### config.mk
export PLATFORM = sky130hd
export DESIGN_NAME = seg7_scan_ctrl_flat
export DESIGN_NICKNAME = d
export VERILOG_FILES = /design/src/rtl/seg7_scan_ctrl_if.sv /design/src/rtl/seg7_scan_ctrl.sv /design/src/flat_wrapper.sv
export SDC_FILE = /design/constraint.sdc
export NUM_CORES = 1
export LEC_CHECK = 0
export ABC_AREA = 1
export CAP_MARGIN = 30
export CORE_UTILIZATION = 45
export DETAILED_ROUTE_END_ITERATION = 10
export GPL_ROUTABILITY_DRIVEN = 1
export HOLD_SLACK_MARGIN = 0.08
export PLACE_DENSITY = 0.67
export SETUP_SLACK_MARGIN = 0.4
export SYNTH_ARGS = -nofsm -noshare
export SYNTH_HDL_FRONTEND = slang
export SYNTH_SLANG_ARGS = --single-unit
### constraint.sdc
create_clock -name clk -period 6.43 [get_ports clk]
set_input_delay 1.286 -clock clk [delete_from_list [all_inputs] [get_ports clk]]
set_output_delay 1.286 -clock clk [all_outputs]
set_load 0.03 [all_outputs]
### src/rtl/seg7_scan_ctrl_if.sv
// Peripheral-bus port bundle for the seven-segment scan controller.
// The CPU side drives writes and the register select. The display block
// returns combinational readback of the selected register.
interface seg7_scan_ctrl_if;
  logic        seg_wr_en;
  logic        seg_addr;
  logic [31:0] seg_wr_data;
  logic [31:0] seg_rd_data;

  modport master (
    output seg_wr_en,
    output seg_addr,
    output seg_wr_data,
    input  seg_rd_data
  );

  modport slave (
    input  seg_wr_en,
    input  seg_addr,
    input  seg_wr_data,
    output seg_rd_data
  );
endinterface

### src/rtl/seg7_scan_ctrl.sv
// Multi-digit seven-segment display controller.
// Software writes a packed hex VALUE and a CTRL word. These are copied into
// display latches only at frame boundaries, or continuously while the
// display is disabled, so a frame never shows a torn value. Each digit slot
// opens with a short all-off interval that stops ghosting between digits.
module seg7_scan_ctrl #(
  parameter int DIGITS    = 4,
  parameter int SCAN_DIV  = 50000,
  parameter int BLANK_CYC = 16
) (
  input  logic              clk,
  input  logic              reset,
  seg7_scan_ctrl_if.slave   bus,
  output logic [DIGITS-1:0] an,
  output logic [6:0]        seg,
  output logic              dp
);

  localparam int VAL_W   = 4 * DIGITS;
  localparam int CTRL_W  = 2 * DIGITS + 2;
  localparam int EN_BIT  = 2 * DIGITS;
  localparam int LZS_BIT = 2 * DIGITS + 1;
  localparam int CNT_W   = $clog2(SCAN_DIV);
  localparam int IDX_W   = (DIGITS > 1) ? $clog2(DIGITS) : 1;

  localparam logic [CNT_W-1:0] CNT_LAST  = CNT_W'(SCAN_DIV - 1);
  localparam logic [CNT_W-1:0] CNT_BLANK = CNT_W'(BLANK_CYC);
  localparam logic [IDX_W-1:0] IDX_LAST  = IDX_W'(DIGITS - 1);

  logic [VAL_W-1:0]  value_q, value_d;
  logic [CTRL_W-1:0] ctrl_q, ctrl_d;
  logic [VAL_W-1:0]  dval_q, dval_d;
  logic [CTRL_W-1:0] dctrl_q, dctrl_d;
  logic [CNT_W-1:0]  cnt_q, cnt_d;
  logic [IDX_W-1:0]  idx_q, idx_d;
  logic [DIGITS-1:0] an_q, an_d;
  logic [6:0]        seg_q, seg_d;
  logic              dp_q, dp_d;

  logic              scan_en;
  logic              frame_end;
  logic [DIGITS-1:0] dp_mask;
  logic [DIGITS-1:0] blank_mask;
  logic [3:0]        cur_nibble;
  logic              upper_zero;
  logic              digit_blank;

  // Active-low gfedcba patterns for hex digits 0..F.
  function automatic logic [6:0] decode_hex(input logic [3:0] nib);
    logic [6:0] pat;
    case (nib)
      4'h0: pat = 7'h40;
      4'h1: pat = 7'h79;
      4'h2: pat = 7'h24;
      4'h3: pat = 7'h30;
      4'h4: pat = 7'h19;
      4'h5: pat = 7'h12;
      4'h6: pat = 7'h02;
      4'h7: pat = 7'h78;
      4'h8: pat = 7'h00;
      4'h9: pat = 7'h10;
      4'hA: pat = 7'h08;
      4'hB: pat = 7'h03;
      4'hC: pat = 7'h46;
      4'hD: pat = 7'h21;
      4'hE: pat = 7'h06;
      default: pat = 7'h0E;
    endcase
    return pat;
  endfunction

  // Readback shows the software-visible registers, zero-extended to 32 bits.
  assign bus.seg_rd_data = bus.seg_addr ? 32'(ctrl_q) : 32'(value_q);

  assign scan_en   = dctrl_q[EN_BIT];
  assign frame_end = scan_en && (idx_q == IDX_LAST) && (cnt_q == CNT_LAST);

  // Bus registers take the low bits of a write and drop the rest.
  always_comb begin
    value_d = value_q;
    ctrl_d  = ctrl_q;
    if (bus.seg_wr_en) begin
      if (bus.seg_addr) ctrl_d  = bus.seg_wr_data[CTRL_W-1:0];
      else              value_d = bus.seg_wr_data[VAL_W-1:0];
    end
  end

  // Display latches follow the bus registers while disabled and otherwise only at the last cycle of a frame.
  always_comb begin
    dval_d  = dval_q;
    dctrl_d = dctrl_q;
    if (!scan_en || frame_end) begin
      dval_d  = value_q;
      dctrl_d = ctrl_q;
    end
  end

  // Slot counter and digit index advance only while the latched enable is set.
  always_comb begin
    cnt_d = cnt_q;
    idx_d = idx_q;
    if (!scan_en) begin
      cnt_d = '0;
      idx_d = '0;
    end else if (cnt_q == CNT_LAST) begin
      cnt_d = '0;
      idx_d = (idx_q == IDX_LAST) ? '0 : idx_q + 1'b1;
    end else begin
      cnt_d = cnt_q + 1'b1;
    end
  end

  // Work out whether the digit under scan is blank, either by mask or by leading-zero suppression.
  always_comb begin
    dp_mask     = dctrl_q[DIGITS-1:0];
    blank_mask  = dctrl_q[2*DIGITS-1:DIGITS];
    cur_nibble  = dval_q[{idx_q, 2'b00} +: 4];
    upper_zero  = ((dval_q >> {idx_q, 2'b00}) == '0);
    digit_blank = blank_mask[idx_q] ||
                  (dctrl_q[LZS_BIT] && (idx_q != '0) && upper_zero);
  end

  // Next output pattern. Segments load for the whole slot, but the anode waits out the blank interval.
  always_comb begin
    an_d  = '1;
    seg_d = 7'h7F;
    dp_d  = 1'b1;
    if (scan_en && !digit_blank) begin
      seg_d = decode_hex(cur_nibble);
      dp_d  = ~dp_mask[idx_q];
      if (cnt_q >= CNT_BLANK) an_d[idx_q] = 1'b0;
    end
  end

  // All state, with an asynchronous return to a dark display.
  always_ff @(posedge clk or posedge reset) begin
    if (reset) begin
      value_q <= '0;
      ctrl_q  <= '0;
      dval_q  <= '0;
      dctrl_q <= '0;
      cnt_q   <= '0;
      idx_q   <= '0;
      an_q    <= '1;
      seg_q   <= 7'h7F;
      dp_q    <= 1'b1;
    end else begin
      value_q <= value_d;
      ctrl_q  <= ctrl_d;
      dval_q  <= dval_d;
      dctrl_q <= dctrl_d;
      cnt_q   <= cnt_d;
      idx_q   <= idx_d;
      an_q    <= an_d;
      seg_q   <= seg_d;
      dp_q    <= dp_d;
    end
  end

  assign an  = an_q;
  assign seg = seg_q;
  assign dp  = dp_q;

endmodule

### src/flat_wrapper.sv
// flat-port wrapper written by rule: the top's interface ports become plain ports
module seg7_scan_ctrl_flat 
#(
  parameter int DIGITS    = 4,
  parameter int SCAN_DIV  = 50000,
  parameter int BLANK_CYC = 16
)
  (clk, reset, an, seg, dp, bus_seg_wr_en, bus_seg_addr, bus_seg_wr_data, bus_seg_rd_data);
  seg7_scan_ctrl_if bus_i ();
  input  logic clk;
  input  logic reset;
  output logic [DIGITS-1:0] an;
  output logic [6:0] seg;
  output logic dp;
  input wire logic [$bits(bus_i.seg_wr_en)-1:0] bus_seg_wr_en;
  input wire logic [$bits(bus_i.seg_addr)-1:0] bus_seg_addr;
  input wire logic [$bits(bus_i.seg_wr_data)-1:0] bus_seg_wr_data;
  output wire logic [$bits(bus_i.seg_rd_data)-1:0] bus_seg_rd_data;
  assign bus_i.seg_wr_en = bus_seg_wr_en;
  assign bus_i.seg_addr = bus_seg_addr;
  assign bus_i.seg_wr_data = bus_seg_wr_data;
  assign bus_seg_rd_data = bus_i.seg_rd_data;
  seg7_scan_ctrl #(.DIGITS(DIGITS), .SCAN_DIV(SCAN_DIV), .BLANK_CYC(BLANK_CYC)) u_core (.clk(clk), .reset(reset), .bus(bus_i), .an(an), .seg(seg), .dp(dp));
endmodule
==> out/qor.csv <==
stage,metric,value,unit
job,MaxCap Viol Count,0,
detailed_routing,Antenna Nets Post-Route,0,
timing,Worst Tran Pin Value,0.916,ns
final_layout,area of the multi-input gates,0.00200,mm2
timing,period utilization,74.3,%
global_route,pin count of the biggest net entering global routing,49,
logic_synthesis,"Cell Area, Synth",0.00449,mm2
timing,max_slew headroom,38.8,%
setup_path,Critical Path Start Type,primary input,
global_route,GR Util All Layers,19.3,%
power,worst vdd ir,0.139,mV
power,power per cell area,315,mW/mm2
floorplanning,DIE AREA,0.0104,mm2
logic_synthesis,"EDFF count, synth",0,
floorplanning,row cnt,36,
timing,Final setup viols,0,
timing,FMAX,209,MHz
detailed_routing,WL final,8940,um
power,Combinational Power Share,32.3,%
floorplanning,Boundary Pins,80,
setup_path,Crit path top cell by count,clkdlybuf4s50_1,
detailed_routing,initial drt markers,137,
setup_path,buffers and inverters on the worst path,3,
logic_synthesis,post-synth top area share,39.0,%
place,DP Wirelength,6340,um
clock_network,clock latency on the worst-skew pair,0.35,ns
global_route,global route total overflow,0,
setup_path,Crit Path Class,in -> out,
detailed_routing,DR vias/cell,4.84,
outcome,outcome,finished clean,
setup_path,CP max FO,17,
detailed_routing,DRC,0,
logic_synthesis,post-synth cell types,35,
detailed_routing,DR pass1 iterations,4,
clock_network,cts hold-fix bufs,0,
clock_network,Clock Tree Root,clkbuf_8,
final_layout,fin nets,654,
clock_network,htree depth,3,
power,sw frac,37.1,%
timing,post-route clock skew,0.00909,ns
power,Leak Pwr,2.58,nW
global_route,initial antenna violation count,0,
logic_synthesis,"FFs w/ async S/R, synth",100,%
setup_path,CP max stage delay,0.86,ns
setup_path,critical-path cell list,clkdlybuf4s50_1 > inv_1 > o21ai_0 > clkdlybuf4s50_1,
timing,final critical-path required period,4.77,ns
final_layout,# diodes,0,
worst_hold_path,Worst Hold Class,reg -> reg,
floorplanning,Die Span Y,102,um
clock_network,clk buf depth,2,
power,Cell Int Power,0.00102,W
setup_path,slowest CP cell,clkdlybuf4s50_1,
logic_synthesis,Main synth FF type,dfrtp_1,
global_route,vias in the first global route,3398,
clock_network,Resized Gates After CTS,0,
logic_synthesis,Mapped Cells,570,
logic_synthesis,most numerous cell in the Yosys netlist,nand2_1,
floorplanning,Die X-Extent,102,um
final_layout,Fillers,962,
setup_path,Top delay family on crit path,buffers and inverters,
setup_path,WP data arrival,3.49,ns
final_layout,Register Area,0.00207,mm2
logic_synthesis,Synth area leaders,"dfrtp_1 39%, nand2_1 13%, nand3_1 8.9%",
clock_network,CTS tree,yes,
timing,max-slew violations,0,
final_layout,fin util,52.8,%
power,Seq pwr share,44.2,%
timing,Final Hold Fails,0,
power,clock power share,23.5,%
clock_network,clock transition at the registers of the reported paths,0.09,ns
clock_network,buffers inserted by post-CTS timing repair,0,
logic_synthesis,cell taking the most area after synthesis,dfrtp_1,
final_layout,P&R area growth vs syn,14.3,%
floorplanning,core area,0.00973,mm2
place,GP Congestion,0.848,
clock_network,clock sinks,82,
logic_synthesis,YS warnings,0,
place,PortBufs,47,
logic_synthesis,sequential share of the synthesized area,46.0,%
power,Net Sw Power,0.000599,W
detailed_routing,WL/cell,12.0,um
setup_path,"Data required, critical path",5.14,ns
final_layout,share of layout cells above drive strength 1,10.5,%
logic_synthesis,Synth Register Bits,82,
detailed_routing,Vias,3598,
clock_network,Num CTS Buffers,9,
logic_synthesis,commonest cells in the netlist,"160 x nand2_1, 80 x nand3_1, 70 x dfrtp_1",
setup_path,crit end category,primary output,
floorplanning,starting density of the core,46.2,%
timing,RSZ-0062 raised after global routing,false,
global_route,global-route wire length before repair,15900,um
logic_synthesis,Avg Synthesized Cell Area,7.88,um2
timing,TNS Setup,0,ns
==> power groups by stage <==
stage                     sequential [W]  combinational (W)  clock, W
after floorplan                 0.000764           0.000344         0
after global placement          0.000723           0.000515         0
after detailed placement        0.000725           0.000526         0
after CTS                       0.000715           0.000528  0.000390
after global routing            0.000726           0.000590  0.000418
final                           0.000714           0.000522  0.000380
==> cell families after synthesis <==
logic type      Yosys count  share of synthesized area [%]
other cells               1                         0.0834
buf+inv                  88                           10.7
xor+xnor                  6                           1.17
simple gates            333                           32.7
compound gates           48                           5.96
flops                    82                           46.0
fa+ha+maj                12                           3.34
==> routing by layer <==
| layer | up-vias | GRT usage [%] | wire (um) |
|---|---|---|---|
| met5 | - | 0 | 0 |
| li1 | 1849 | - | - |
| met4 | 0 | 6.04 | 87 |
| met1 | 1677 | 26.8 | 4480 |
| met3 | 6 | 3.90 | 258 |
| met2 | 66 | 30.5 | 4110 |
==> worst paths after layout <==
kind | startpoint | to | slack, ns | cells after the start
max | bus_seg_addr | bus_seg_rd_data[8] | 1.66 | 4
min in group asynchronous | reset | u_core.cnt_q[1]$_DFF_PP0_ | 1.35 | 3
min | u_core.cnt_q[0]$_DFF_PP0_ | u_core.cnt_q[0]$_DFF_PP0_ | 0.49 | 1
max in group asynchronous | reset | u_core.seg[6]$_DFF_PP1_ | 4.44 | 4
max reg2reg | u_core.idx_q[0]$_DFFE_PP0P_ | u_core.seg[1]$_DFF_PP1_ | 3.83 | 10
min reg2reg | u_core.cnt_q[0]$_DFF_PP0_ | u_core.cnt_q[0]$_DFF_PP0_ | 0.49 | 1
==> state kept, by name, summed over array words and instances, names as in the netlist <==
| name | count |
|---|---|
| u_core.an | 4 |
| u_core.cnt_q | 16 |
| u_core.ctrl_q | 10 |
| u_core.dctrl_q | 10 |
| u_core.dp | 1 |
| u_core.dval_q | 16 |
| u_core.idx_q | 2 |
| u_core.seg | 7 |
| u_core.value_q | 16 |
==> area by class of cell <==
class | instances | share of cell area (%)
Clock buffer | 9 | 2.41
Multi-Input combinational cell | 415 | 39.0
Clock inverter | 7 | 1.49
Tap cell | 133 | 3.24
Timing Repair Buffer | 50 | 9.99
Sequential cell | 82 | 40.3
Inverter | 48 | 3.63
==> metrics by stage <==
step	std cells	setup slack (ns)	area [um2]	power, W	hold WS [ns]
after floorplan	585	2.76	4550	0.00111	0.450
after global placement	727	1.64	4910	0.00124	0.468
after detailed placement	728	1.63	4930	0.00125	0.483
after CTS	744	1.61	5130	0.00163	0.496
after global routing	744	1.46	5130	0.00173	0.514
final	744	1.66	5130	0.00162	0.492
==> layout by cell type, fill, tap and decap left out, drive strengths merged <==
cell type,instances
xor2,6
bufinv,1
nand4,2
clkbuf,9
conb,16
ha,12
nand2,176
a31oi,2
a21oi,12
dfrtp,70
o21ai,30
o211ai,2
o22ai,1
nor2,61
nor3,5
and2,5
clkinvlp,2
o21bai,1
nand3b,2
nand3,82
clkdlybuf4s50,47
inv,49
dfstp,12
clkinv,3
buf,3
Note: power is estimated with default switching activity, not from simulation.
